### src/rtl/pe_pkg.sv
// Shared types and default sizes for the PE result drain path.
// No logic; imported by the drain top and its vector FIFO.
package pe_pkg;

    localparam int PE_REG_WIDTH = 16;
    localparam int PE_VECTOR    = 4;

    typedef enum logic {
        IDLE = 1'b0,
        EMIT = 1'b1
    } drain_state_t;

endpackage

### src/rtl/pe_vec_fifo.sv
// Purpose: DEPTH-entry FIFO of whole result vectors, with count/full/empty status.
// Latency: a push is visible at dout on the cycle after the write edge.
// Backpressure: a push into a full FIFO is dropped unless a pop happens in the same cycle.
module pe_vec_fifo #(
    parameter int WIDTH = 64,
    parameter int DEPTH = 4
) (
    input  logic                     clk,
    input  logic                     rst_n,
    input  logic                     push,
    input  logic                     pop,
    input  logic [WIDTH-1:0]         din,
    output logic [WIDTH-1:0]         dout,
    output logic [$clog2(DEPTH):0]   count,
    output logic                     full,
    output logic                     empty
);
    localparam int PTR_W = $clog2(DEPTH);
    localparam int CNT_W = PTR_W + 1;

    logic [WIDTH-1:0] mem [DEPTH];
    logic [PTR_W-1:0] wr_ptr;
    logic [PTR_W-1:0] rd_ptr;
    logic             wr_en;
    logic             rd_en;

    assign full  = (count == CNT_W'(DEPTH));
    assign empty = (count == '0);
    assign rd_en = pop && !empty;
    // A pop in the same cycle frees the slot the push needs.
    assign wr_en = push && (!full || rd_en);
    assign dout  = mem[rd_ptr];

    always_ff @(posedge clk) begin
        if (wr_en) begin
            mem[wr_ptr] <= din;
        end
    end

    // Power-of-two depth lets the pointers wrap by natural overflow.
    always_ff @(posedge clk or negedge rst_n) begin
        if (!rst_n) begin
            wr_ptr <= '0;
            rd_ptr <= '0;
            count  <= '0;
        end else begin
            if (wr_en) begin
                wr_ptr <= wr_ptr + 1'b1;
            end
            if (rd_en) begin
                rd_ptr <= rd_ptr + 1'b1;
            end
            case ({wr_en, rd_en})
                2'b10:   count <= count + 1'b1;
                2'b01:   count <= count - 1'b1;
                default: count <= count;
            endcase
        end
    end

endmodule

### src/rtl/pe_result_drain.sv
// Purpose: queue PE result vectors and serialize them one lane per beat (PE_DRAIN_OVF_FLAG_EN adds sticky overflow).
// Latency: first beat valid one cycle after the vector is pushed into an empty FIFO.
// Backpressure: out_ready=0 freezes the beat; pushes into a full FIFO with no pop are dropped.
module pe_result_drain
    import pe_pkg::*;
#(
    parameter int REG_WIDTH = PE_REG_WIDTH,
    parameter int VECTOR    = PE_VECTOR,
    parameter int DEPTH     = 4
) (
    input  logic                        clk,
    input  logic                        rst_n,
    input  logic                        in_valid,
    input  logic [REG_WIDTH-1:0]        c_ab_in [VECTOR-1:0],
    output logic [REG_WIDTH-1:0]        out_data,
    output logic [$clog2(VECTOR)-1:0]   out_lane,
    output logic                        out_last,
    output logic                        out_valid,
    input  logic                        out_ready,
    output logic                        fifo_full,
    output logic                        overflow
);
    localparam int                LANE_W    = $clog2(VECTOR);
    localparam int                VEC_W     = REG_WIDTH * VECTOR;
    localparam logic [LANE_W-1:0] LAST_LANE = LANE_W'(VECTOR - 1);

    drain_state_t         state;
    drain_state_t         state_nxt;
    logic [LANE_W-1:0]    lane;
    logic [LANE_W-1:0]    lane_nxt;
    logic [REG_WIDTH-1:0] hold [VECTOR-1:0];
    logic [VEC_W-1:0]     push_dat;
    logic [VEC_W-1:0]     head_dat;
    logic                 pop;
    logic                 fifo_empty;
    logic [$clog2(DEPTH):0] fifo_count;
    logic                 unused_count;

    always_comb begin
        push_dat = '0;
        for (int i = 0; i < VECTOR; i++) begin
            push_dat[i*REG_WIDTH +: REG_WIDTH] = c_ab_in[i];
        end
    end

    pe_vec_fifo #(
        .WIDTH (VEC_W),
        .DEPTH (DEPTH)
    ) u_fifo (
        .clk   (clk),
        .rst_n (rst_n),
        .push  (in_valid),
        .pop   (pop),
        .din   (push_dat),
        .dout  (head_dat),
        .count (fifo_count),
        .full  (fifo_full),
        .empty (fifo_empty)
    );

    // Occupancy is exposed by the FIFO for observability; the drain only needs full/empty.
    assign unused_count = ^fifo_count;

    always_ff @(posedge clk or negedge rst_n) begin
        if (!rst_n) begin
            state <= IDLE;
            lane  <= '0;
        end else begin
            state <= state_nxt;
            lane  <= lane_nxt;
        end
    end

    // Loading the next vector on the accepted last beat keeps the stream bubble-free.
    always_comb begin
        state_nxt = state;
        lane_nxt  = lane;
        pop       = 1'b0;
        case (state)
            IDLE: begin
                if (!fifo_empty) begin
                    pop       = 1'b1;
                    lane_nxt  = '0;
                    state_nxt = EMIT;
                end
            end
            EMIT: begin
                if (out_ready) begin
                    if (lane == LAST_LANE) begin
                        lane_nxt = '0;
                        if (!fifo_empty) begin
                            pop = 1'b1;
                        end else begin
                            state_nxt = IDLE;
                        end
                    end else begin
                        lane_nxt = lane + 1'b1;
                    end
                end
            end
            default: begin
                state_nxt = IDLE;
                lane_nxt  = '0;
            end
        endcase
    end

    always_ff @(posedge clk or negedge rst_n) begin
        if (!rst_n) begin
            for (int i = 0; i < VECTOR; i++) begin
                hold[i] <= '0;
            end
        end else if (pop) begin
            for (int i = 0; i < VECTOR; i++) begin
                hold[i] <= head_dat[i*REG_WIDTH +: REG_WIDTH];
            end
        end
    end

    assign out_valid = (state == EMIT);
    assign out_data  = out_valid ? hold[lane] : '0;
    assign out_lane  = out_valid ? lane : '0;
    assign out_last  = out_valid && (lane == LAST_LANE);

`ifdef PE_DRAIN_OVF_FLAG_EN
    logic drop;
    logic ovf_q;

    assign drop = in_valid && fifo_full && !pop;

    always_ff @(posedge clk or negedge rst_n) begin
        if (!rst_n) begin
            ovf_q <= 1'b0;
        end else if (drop) begin
            ovf_q <= 1'b1;
        end
    end

    assign overflow = ovf_q;
`else
    assign overflow = 1'b0;
`endif

endmodule

### config.mk
export PLATFORM = sky130hd
export DESIGN_NAME = pe_result_drain
export DESIGN_NICKNAME = d
export VERILOG_FILES = /design/src/rtl/pe_pkg.sv /design/src/rtl/pe_vec_fifo.sv /design/src/rtl/pe_result_drain.sv
export SDC_FILE = /design/constraint.sdc
export NUM_CORES = 1
export LEC_CHECK = 0
export CAP_MARGIN = 20
export CELL_PAD_IN_SITES_DETAIL_PLACEMENT = 1
export CELL_PAD_IN_SITES_GLOBAL_PLACEMENT = 1
export CORE_MARGIN = 4
export CORE_UTILIZATION = 30
export DETAILED_ROUTE_END_ITERATION = 6
export GPL_TIMING_DRIVEN = 0
export PLACE_DENSITY = 0.5
export REMOVE_ABC_BUFFERS = 1
export SLEW_MARGIN = 20
export SYNTH_ARGS = -nofsm -noshare
export SYNTH_HDL_FRONTEND = slang
export SYNTH_HIERARCHICAL = 1
export SYNTH_SLANG_ARGS = --single-unit
### constraint.sdc
create_clock -name clk -period 3.1 [get_ports clk]
set_clock_uncertainty 0.15 [all_clocks]
set_input_delay 0.465 -clock clk [delete_from_list [all_inputs] [get_ports clk]]
set_output_delay 0.465 -clock clk [all_outputs]
set_load 0.05 [all_outputs]
==> results of run 1 <==
[Yosys cell counts, drive strengths merged (6+ instances only)]
| cell type | count |
|---|---|
| edfxtp | 256 |
| and2b | 6 |
| ha | 6 |
| nor2b | 59 |
| dfrtp | 74 |
| mux2i | 35 |
| and2 | 6 |
| a32o | 64 |
| buf | 42 |
| mux4 | 64 |
| inv | 8 |
| o22ai | 16 |
| clkbuf | 9 |
[stage by stage]
step / hold slack (ps) / instance area, um^2 / TNS, ps
3_5_place_dp: 348 / 14900 / -166940
6_report: 341 / 16100 / 0
5_1_grt: 372 / 16100 / 0
4_1_cts: 350 / 16000 / 0
2_1_floorplan: 19.4 / 12800 / -804770
3_3_place_gp: 349 / 14500 / -2567700
[layout make-up]
type / instances / share of cell area [%]
sequential: 330 / 59.5
multi-input combinational: 285 / 20.8
timing repair buffer: 119 / 8.20
clock buffer: 48 / 6.21
tap: 585 / 4.56
clock inverter: 16 / 0.522
inverter: 8 / 0.187
[timing repair]
action                                  CTS  global route
endpoints found under the hold margin    37             0
gates resized for setup                  28             4
pin swaps                                 4             0
endpoints found under the setup margin  278            31
setup buffers                             6             0
gates cloned                              3             0
hold buffers                              1             0
[routing by layer]
| layer | share of wire (%) | up-vias | GRT usage (%) |
|---|---|---|---|
| met5 | 0.066 | - | 0 |
| met4 | 2.5 | 4 | 4.09 |
| met3 | 4.1 | 57 | 2.58 |
| met2 | 52 | 119 | 23.9 |
| met1 | 42 | 3652 | 16.9 |
| li1 | - | 2953 | - |
[worst paths after layout]
kind,start,endpoint,slack (ps),cells after the start
hold / removal,rst_n,hold[61],340,2
setup / recovery,lane[1],out_data[7],120,5
hold reg to reg,hold[14],hold[14],370,1
setup reg to reg,lane[1],u_fifo/count[2],120,12
max in group asynchronous,rst_n,lane[1],1800,3
min in group clk,hold[14],hold[14],370,1
[cells by family (layout without fill, tap and decap cells)]
logic type | Yosys count | count (layout) | synth area share (%)
adder cells (fa/ha/maj) | 7 | 7 | 0.722
other | 1 | 1 | 0.0285
AO/OA/AOI/OAI | 85 | 86 | 5.97
multiplexers | 100 | 100 | 13.7
buffers and inverters | 59 | 191 | 2.78
XOR/XNOR | 6 | 6 | 0.399
flip-flops | 330 | 330 | 72.4
AND/OR/NAND/NOR | 83 | 85 | 3.98
[power breakdown]
group | leakage, nW | internal (W) | switching, W | total (W)
registers | 3.26 | 0.00600 | 0.000615 | 0.00661
logic | 1.76 | 0.00263 | 0.00316 | 0.00579
clock network | 0.543 | 0.00226 | 0.00164 | 0.00390
[critical path: stages (launching register included)]
cell and delay (ps):
dfrtp_4 500, buf_4 220, buf_12 200, mux2i_1 130, o22ai_1 210, dlygate4sd2_1 570
[flip-flops by register name, indices dropped and copies added, names as in the netlist]
name and flops:
u_fifo/count 3, u_fifo/wr_ptr 2, out_valid 1, u_fifo/mem 256, u_fifo/rd_ptr 2, hold 64
lane 2
==> impl_metrics.yaml, run 1 <==
flow_run:
  drv_cap: 0
pwr:
  power_w: 0.0163
  vdd_drop_max_mv: 0.529
  power-per-cell-area_nw_per_um2: 1010
  p_leak_nw: 5.56
final_layout:
  synthToLayoutAreaGrowth_pct: 21.9
  layout-drive-gt1-share_pct: 21.6
  n_antenna_cell: 0
  seqCellArea_um2: 9550
  finalNetCount: 855
  layout_common_cells: "edfxtp_1 (256), clkdlybuf4s50_1 (70), dfrtp_1 (69), a32o_1 (64), mux4_2 (64)"
  multiInputGateArea_um2: 3350
  fillCellCount: 4208
  final_util_pct: 37.1
  final_cell_count_no_fill: 1391
  final_common_cell: "edfxtp_1"
clock_network:
  clockBufferDepth: 3
  path_clk_slew_ps: 60
  cts_max_level: 2
  cts_tree: "yes"
  cts_buffers: 36
  clock-root-buffer: "clkbuf_16"
  insertion_delay_ps: 520
  clock-sinks: 330
logic_synthesis:
  yosysTopAreaCell: "edfxtp_1"
  ys_seq_area_share_pct: 72.4
  yosys-top-cells-area: "edfxtp_1 (58%), dfrtp_1 (14%), mux4_2 (11%), a32o_1 (4.9%), nor2b_1 (2.8%)"
  yosys_most_used_dff: "edfxtp_1"
  yosysWarnings: 6
  synth-edff-count: 256
  yosysUniqueCellTypes: 35
  synth_top_area_share_pct: 58.3
  syn_inst: 671
  ys_ff_latch: 330
  syn_area_per_cell_um2: 19.6
  synth-async-reset-ratio_pct: 22.4
  netlist_area_um2: 13200
critical_path:
  arrival_ps: 2360
  crit_required_ps: 2480
  path_max_fanout: 18
  start_kind: "flip-flop"
  critical_path_class: "reg -> out"
  crit_path_end_kind: "output pin"
detailed_routing:
  dr.first_iter.drc_count: 298
  avgRoutedWirePerCell_um: 22.8
  viasPerCell: 4.88
  final_antenna_net_count: 0
  vias: 6785
  drt-pass1-iter-count: 5
  drc: 0
  wl_mm: 31.7
place:
  gp_congestion: 0.657
  pre_cts_slack_ps: -889
  dp_hpwl_mm: 18.6
  numPortBuffers: 88
  dp_cells: 1317
floorplan:
  die-area_um2: 47300
  coreArea_um2: 43300
  fp.dieW_um: 218
  initial_utilization_pct: 30.5
  fp.dieH_um: 218
  placementRows: 76
  io_pins: 90
sta:
  final.setup.worst_slack_ps: 121
  clock.fmax_ghz: 0.336
  finalCritPeriodShare_pct: 96.1
  worst-slew-pin-transition_ps: 702
  fin_crit_ps: 2980
  setup_viol: 0
  slew_violations: 0
  max-slew-margin-rel_pct: 53.2
  rsz0062_at_grt: "no"
  hold_viol: 0
grt:
  antenna_found_initial: 2
  grt_pass1_wl_mm: 48.3
  overflow: 0
  grt_max_degree: 43
  grt_pass1_vias: 7755
  grt_usage_pct: 13.5
min_path:
  hold_path_class: "in -> async"
outcome:
  status: "completed"
Power figures use the tool's default switching activity.
==> run 2: changes to the inputs <==
- CTS_CLUSTER_SIZE: unset -> 20
==> results of run 2 <==
Final layout, timing and power as in run 1 (identical DEF).
